--- src/rtl/defines.sv ---
// Shared types and constants for the load/store unit.
package defines;

  typedef logic [31:0] data_t;
  typedef logic [6:0]  opcode_t;

  typedef struct packed {
    logic [6:0] funct7;
    logic [4:0] rs2;
    logic [4:0] rs1;
    logic [2:0] funct3;
    logic [4:0] rd;
    opcode_t    opcode;
  } instr_t;

  localparam data_t   NULL  = 32'h0000_0000;
  localparam opcode_t LOAD  = 7'b0000011;
  localparam opcode_t STORE = 7'b0100011;

  localparam logic [2:0] LB  = 3'b000;
  localparam logic [2:0] LH  = 3'b001;
  localparam logic [2:0] LW  = 3'b010;
  localparam logic [2:0] LBU = 3'b100;
  localparam logic [2:0] LHU = 3'b101;
  localparam logic [2:0] SB  = 3'b000;
  localparam logic [2:0] SH  = 3'b001;
  localparam logic [2:0] SW  = 3'b010;

  typedef enum logic [1:0] {StIdle, StReq, StWait, StDone} lsu_state_t;

  // True when the access must not reach the bus: unknown size or misaligned address.
  function automatic logic access_bad(logic is_store, logic [2:0] funct3, logic [1:0] off);
    logic bad;
    bad = 1'b1;
    if (is_store) begin
      case (funct3)
        SB:      bad = 1'b0;
        SH:      bad = off[0];
        SW:      bad = (off != 2'b00);
        default: bad = 1'b1;
      endcase
    end else begin
      case (funct3)
        LB, LBU: bad = 1'b0;
        LH, LHU: bad = off[0];
        LW:      bad = (off != 2'b00);
        default: bad = 1'b1;
      endcase
    end
    return bad;
  endfunction

endpackage

--- src/rtl/load_extend.sv ---
// Byte-lane selection and sign/zero extension of a loaded bus word.
module load_extend
  import defines::*;
(
  input  data_t      rdata,
  input  logic [2:0] funct3,
  input  logic [1:0] offset,
  output data_t      result
);

  logic [7:0]  byte_sel;
  logic [15:0] half_sel;

  // Pick the addressed lane and extend it according to the load size.
  always_comb begin
    byte_sel = rdata[{offset, 3'b000} +: 8];
    half_sel = offset[1] ? rdata[31:16] : rdata[15:0];
    case (funct3)
      LB:      result = {{24{byte_sel[7]}}, byte_sel};
      LBU:     result = {24'h000000, byte_sel};
      LH:      result = {{16{half_sel[15]}}, half_sel};
      LHU:     result = {16'h0000, half_sel};
      default: result = rdata;
    endcase
  end

endmodule

--- src/rtl/lsu.sv ---
// Load/store unit: turns MEM-stage LOAD/STORE instructions into single word-bus transactions.
module lsu
  import defines::*;
#(
  parameter int unsigned TIMEOUT_CYCLES = 255
) (
  input  logic       clk,
  input  logic       rst_n,
  input  logic       valid_in,
  input  instr_t     instr,
  input  data_t      alu_result,
  input  data_t      rs2_data,
  output data_t      mem_data,
  output logic       done,
  output logic       stall,
  output logic       err,
  output logic       bus_req,
  output logic       bus_we,
  output data_t      bus_addr,
  output data_t      bus_wdata,
  output logic [3:0] bus_be,
  input  logic       bus_gnt,
  input  logic       bus_rvalid,
  input  data_t      bus_rdata
);

  localparam int unsigned CntW = $clog2(TIMEOUT_CYCLES + 1);

  lsu_state_t        state_q, state_d;
  logic [CntW-1:0]   cnt_q;
  data_t             addr_q, wdata_q, mem_data_q;
  logic [3:0]        be_q;
  logic [2:0]        f3_q;
  logic [1:0]        off_q;
  logic              we_q, err_q;

  logic       is_store, accept, bad, busy, complete, timeout_hit;
  logic [1:0] off;
  logic [3:0] be_d;
  data_t      wdata_d, ext_data;
  logic       unused_instr;

  assign unused_instr = ^{instr.funct7, instr.rs2, instr.rs1, instr.rd};

  assign off      = alu_result[1:0];
  assign is_store = (instr.opcode == STORE);
  assign accept   = valid_in && (state_q == StIdle) && ((instr.opcode == LOAD) || is_store);
  assign bad      = access_bad(is_store, instr.funct3, off);
  assign busy     = (state_q == StReq) || (state_q == StWait);
  // A same-cycle gnt+rvalid in REQ finishes the access without visiting WAIT.
  assign complete = ((state_q == StReq) && bus_gnt && bus_rvalid) ||
                    ((state_q == StWait) && bus_rvalid);
  // Fires on the last allowed REQ/WAIT cycle; a completion in that cycle still wins.
  assign timeout_hit = busy && !complete && (cnt_q == CntW'(TIMEOUT_CYCLES - 1));

  load_extend u_load_extend (
    .rdata  (bus_rdata),
    .funct3 (f3_q),
    .offset (off_q),
    .result (ext_data)
  );

  // Store byte enables and lane-replicated write data; loads read the whole word.
  always_comb begin
    be_d    = 4'b1111;
    wdata_d = '0;
    if (is_store) begin
      case (instr.funct3)
        SB: begin
          be_d    = 4'b0001 << off;
          wdata_d = {4{rs2_data[7:0]}};
        end
        SH: begin
          be_d    = 4'b0011 << off;
          wdata_d = {2{rs2_data[15:0]}};
        end
        default: wdata_d = rs2_data;
      endcase
    end
  end

  // State register.
  always_ff @(posedge clk or negedge rst_n) begin
    if (!rst_n) state_q <= StIdle;
    else        state_q <= state_d;
  end

  // Next-state logic.
  always_comb begin
    state_d = state_q;
    case (state_q)
      StIdle: if (accept) state_d = bad ? StDone : StReq;
      StReq: begin
        if (complete || timeout_hit) state_d = StDone;
        else if (bus_gnt)            state_d = StWait;
      end
      StWait: if (complete || timeout_hit) state_d = StDone;
      StDone: state_d = StIdle;
      default: state_d = StIdle;
    endcase
  end

  // Access registers, timeout counter and the held writeback result.
  always_ff @(posedge clk or negedge rst_n) begin
    if (!rst_n) begin
      addr_q     <= '0;
      wdata_q    <= '0;
      be_q       <= '0;
      f3_q       <= '0;
      off_q      <= '0;
      we_q       <= 1'b0;
      err_q      <= 1'b0;
      cnt_q      <= '0;
      mem_data_q <= NULL;
    end else if (accept) begin
      addr_q  <= {alu_result[31:2], 2'b00};
      wdata_q <= wdata_d;
      be_q    <= be_d;
      f3_q    <= instr.funct3;
      off_q   <= off;
      we_q    <= is_store;
      err_q   <= bad;
      cnt_q   <= '0;
      if (bad) mem_data_q <= NULL;
    end else if (busy) begin
      if (complete) begin
        err_q      <= 1'b0;
        mem_data_q <= we_q ? NULL : ext_data;
      end else if (timeout_hit) begin
        err_q      <= 1'b1;
        mem_data_q <= NULL;
      end
      if (cnt_q != CntW'(TIMEOUT_CYCLES)) cnt_q <= cnt_q + 1'b1;
    end
  end

  // Outputs decoded from state.
  always_comb begin
    bus_req = (state_q == StReq);
    done    = (state_q == StDone);
    err     = (state_q == StDone) && err_q;
    stall   = busy || accept;
  end

  assign mem_data  = mem_data_q;
  assign bus_we    = we_q;
  assign bus_addr  = addr_q;
  assign bus_wdata = wdata_q;
  assign bus_be    = be_q;

endmodule

--- config.mk ---
export PLATFORM = sky130hd
export DESIGN_NAME = lsu
export DESIGN_NICKNAME = d
export VERILOG_FILES = /design/src/rtl/defines.sv /design/src/rtl/load_extend.sv /design/src/rtl/lsu.sv
export SDC_FILE = /design/constraint.sdc
export NUM_CORES = 1
export LEC_CHECK = 0
export ABC_AREA = 1
export BUFFER_PORTS_ARGS = -buffer_cell sky130_fd_sc_hd__buf_2
export CORE_ASPECT_RATIO = 0.9
export CORE_MARGIN = 5
export CORE_UTILIZATION = 45
export CTS_BUF_LIST = sky130_fd_sc_hd__clkbuf_8
export DETAILED_ROUTE_END_ITERATION = 8
export PLACE_DENSITY = 0.82
export SLEW_MARGIN = 25
export SYNTH_ARGS = -nofsm -noshare
export SYNTH_HDL_FRONTEND = slang
export SYNTH_SLANG_ARGS = --single-unit
--- constraint.sdc ---
create_clock -name clk -period 2.3 [get_ports clk]
set_input_delay 0.345 -clock clk [delete_from_list [all_inputs] [get_ports clk]]
set_output_delay 0.345 -clock clk [all_outputs]
set_load 0.01 [all_outputs]
==> reports/results.ini <==
[setup_path]
reg2reg_depth = 10
timing.rr.start = state_q[1]
cp.arrival_ns = 1.83
worstPathMaxFanout = 9
r2r-end = mem_data[7]
critPathCaptureType = output port
cp_data_required_time_ns = 1.96
r2r_slack_ns = 0.31
critPathKind = flip-flop to output port
critPathLaunchType = flip-flop

[synth]
yosysSeqAreaShare_pct = 47.1
synth_top_cell_by_area = dfrtp_1
syn_area_per_cell_um2 = 7.39
synth_top_cell_area_share_pct = 47.1
syn-instance-count = 827
yosysWarnings = 0
syn_area_mm2 = 0.00611
synthTopCellsByArea = dfrtp_1, nand2_1, nor2_1
synth_cell_types = 36
synth-seq-cells = 115

[floorplanning]
start_util_pct = 45.9
rows = 40
ioPinCount = 238
core_mm2 = 0.0133
fp.dieH_um = 121
dieArea_mm2 = 0.0160
die_x_um = 133

[clock_tree]
cts.sinks = 115
ctsRootBufferMaster = clkbuf_8
cts_inserted_buffers = 17
h-tree-depth = 4
clk_pin_slew_ns = 0.08
clk_latency_ns = 0.44
cts_tree = built
clock_path_buffers = 2

[route]
num_vias = 6050
wl_per_cell_um = 14.4
firstDrtPassIters = 5
drc = 0
antenna_left = 0
routed_via_density = 4.98
drtIter0Drc = 389
wl_mm = 17.5

[timing]
setup_tns_ns = 0
timing.fmax_mhz = 459
hold_viol = 0
worstMarginPinSlew_ns = 0.573
fin_crit_ns = 2.18
max-slew-margin-rel_pct = 61.8
period_share_pct = 94.8
fin_worst_skew_ns = 0.0103
setup_violations = 0
slew_violations = 0

[cells_and_area]
multi_input_area_mm2 = 0.00271
areaGrowthSynthToFinish_pct = 26.1
fillCellCount = 1267
fin_cells = 1216
diodes = 0
final_nets = 1175
register_area_mm2 = 0.00288
layout-drive-gt1-share_pct = 26.9

[power_and_ir_drop]
power.density_mw_per_mm2 = 805
p_leak_uw = 0.00464
p_sw_uw = 2270
power_frac_seq_pct = 39.6
ir_drop_uv = 429
clockPowerShare_pct = 30.1
internal_power_uw = 3940
p_comb_share_pct = 30.3
swShare_pct = 36.6

[job]
maxCapViolations = 0

[place]
dpl.hpwl_mm = 13.1
port-buffer-count = 213
gp_congestion = 0.911
placedCellCount = 1180

[grt]
grt_pass1_wl_mm = 28.6
grt_start_max_net_pins = 45
first_global_vias = 5952
grt-ovfl-total = 0
antenna_found_initial = 1
grtUsageTotal_pct = 22.2

[worst_hold_path]
worst_hold_path.endpoint = bus_addr[26]
hold_start = alu_result[26]
hp-class = primary input to flip-flop
holdPathStages = 3

[run_status]
status = completed

worst max path at each step:
| stage | startpoint | endpoint | slack, ns |
|---|---|---|---|
| 2_1_floorplan | state_q[1] | mem_data[26] | 0.57 |
| 4_1_cts | state_q[1] | stall | 0.01 |
| 3_3_place_gp | state_q[0] | mem_data[7] | 0.21 |
| 6_report | state_q[1] | stall | 0.12 |
| 5_1_grt | state_q[1] | stall | -0.003 |
| 3_5_place_dp | state_q[1] | mem_data[6] | 0.17 |
final cells by class:
| type | instances | share of cell area, % |
|---|---|---|
| repair buffers | 232 | 16.1 |
| clock buffers | 17 | 3.04 |
| well taps | 168 | 2.73 |
| multi-input cells | 596 | 35.2 |
| clock inverters | 15 | 2.03 |
| flip-flops and latches | 115 | 37.3 |
| inverters | 73 | 3.62 |
routing by layer:
layer  vias to the layer above  wire length (um)  track usage (%)  part of all wire (%)
li1                       3016                 -                -                     -
met1                      2778              7200             27.3                    41
met2                       228              8390             36.1                    48
met3                        26              1570             7.36                   9.0
met4                         2               320             9.09                   1.8
met5                         -                13                0                 0.074
flip-flops by register name, indices dropped and copies added, names as in the netlist:
| signal | flops |
|---|---|
| bus_addr | 30 |
| state_q | 2 |
| mem_data | 32 |
| bus_wdata | 32 |
| bus_be | 4 |
| cnt_q | 8 |
| err_q | 1 |
| f3_q | 3 |
| bus_we | 1 |
| off_q | 2 |
per-stage QoR:
| step | hold WS [ns] | utilization (%) | setup WS (ns) | instance area [um2] | power (uW) |
|---|---|---|---|---|---|
| 5_1_grt | 0.0747 | 57.9 | -0.00299 | 7710 | 6630 |
| 3_5_place_dp | 0.378 | 54.6 | 0.172 | 7270 | 4350 |
| 6_report | 0.0921 | 57.9 | 0.120 | 7710 | 6210 |
| 3_3_place_gp | 0.370 | 54.6 | 0.211 | 7270 | 4290 |
| 2_1_floorplan | 0.0494 | - | 0.569 | 6110 | 3740 |
| 4_1_cts | 0.0668 | 57.8 | 0.0121 | 7700 | 6270 |
worst max-delay path: stages (launching register included):
cell	delay, ns
dfrtp_1	0.34
inv_1	0.09
ha_2	0.19
nand2_1	0.10
nor2_4	0.06
nand2_4	0.09
clkinv_4	0.09
or2_2	0.28
buf_2	0.14
Yosys cell counts, drive strengths merged:
| cell | count |
|---|---|
| nor3b | 1 |
| o21ai | 67 |
| nand4 | 2 |
| dfrtp | 115 |
| mux2i | 7 |
| ha | 7 |
| o22ai | 6 |
| conb | 1 |
| o211ai | 10 |
| xor2 | 1 |
| a21oi | 9 |
| nor3 | 10 |
| nand3 | 67 |
| buf | 34 |
| nor2 | 96 |
| o31ai | 3 |
| clkinv | 3 |
| or2 | 4 |
| inv | 70 |
| xnor2 | 1 |
| clkbuf | 10 |
| o221ai | 1 |
| nand2 | 302 |
power by group through the flow:
stage	clock [uW]	combinational, uW	sequential (uW)
6_report	1870	1880	2460
5_1_grt	2010	2130	2490
4_1_cts	1920	1890	2460
3_5_place_dp	0	1850	2500
3_3_place_gp	0	1790	2490
2_1_floorplan	0	1190	2540
timing repair:
action                                 in CTS  in global routing
hold buffers                                1                  0
endpoints found under the hold margin      40                  0
resized for setup                           3                  1
pin swaps                                   1                  1
buffers inserted                            2                  1
setup endpoints to repair                   1                  1
cells by family (layout without fill, tap and decap cells):
group | after synthesis | in the layout | share of synthesized area [%]
simple gates | 482 | 482 | 32.6
buf+inv | 117 | 337 | 8.77
flops | 115 | 115 | 47.1
compound gates | 96 | 96 | 8.58
fa+ha+maj | 7 | 7 | 1.43
mux | 7 | 7 | 1.15
xor+xnor | 2 | 2 | 0.287
other cells | 1 | 2 | 0.0614
cell usage in the layout, fill, tap and decap left out, drive strengths merged, types with 3 or more instances in the layout:
master / n
nand2: 302
buf: 231
dfrtp: 115
nor2: 96
inv: 75
o21ai: 67
nand3: 67
clkbuf: 17
o211ai: 10
nor3: 10
clkinv: 10
a21oi: 9
mux2i: 7
ha: 7
o22ai: 6
or2: 4
o31ai: 3
No activity file was read; power rests on OpenSTA's default activity.
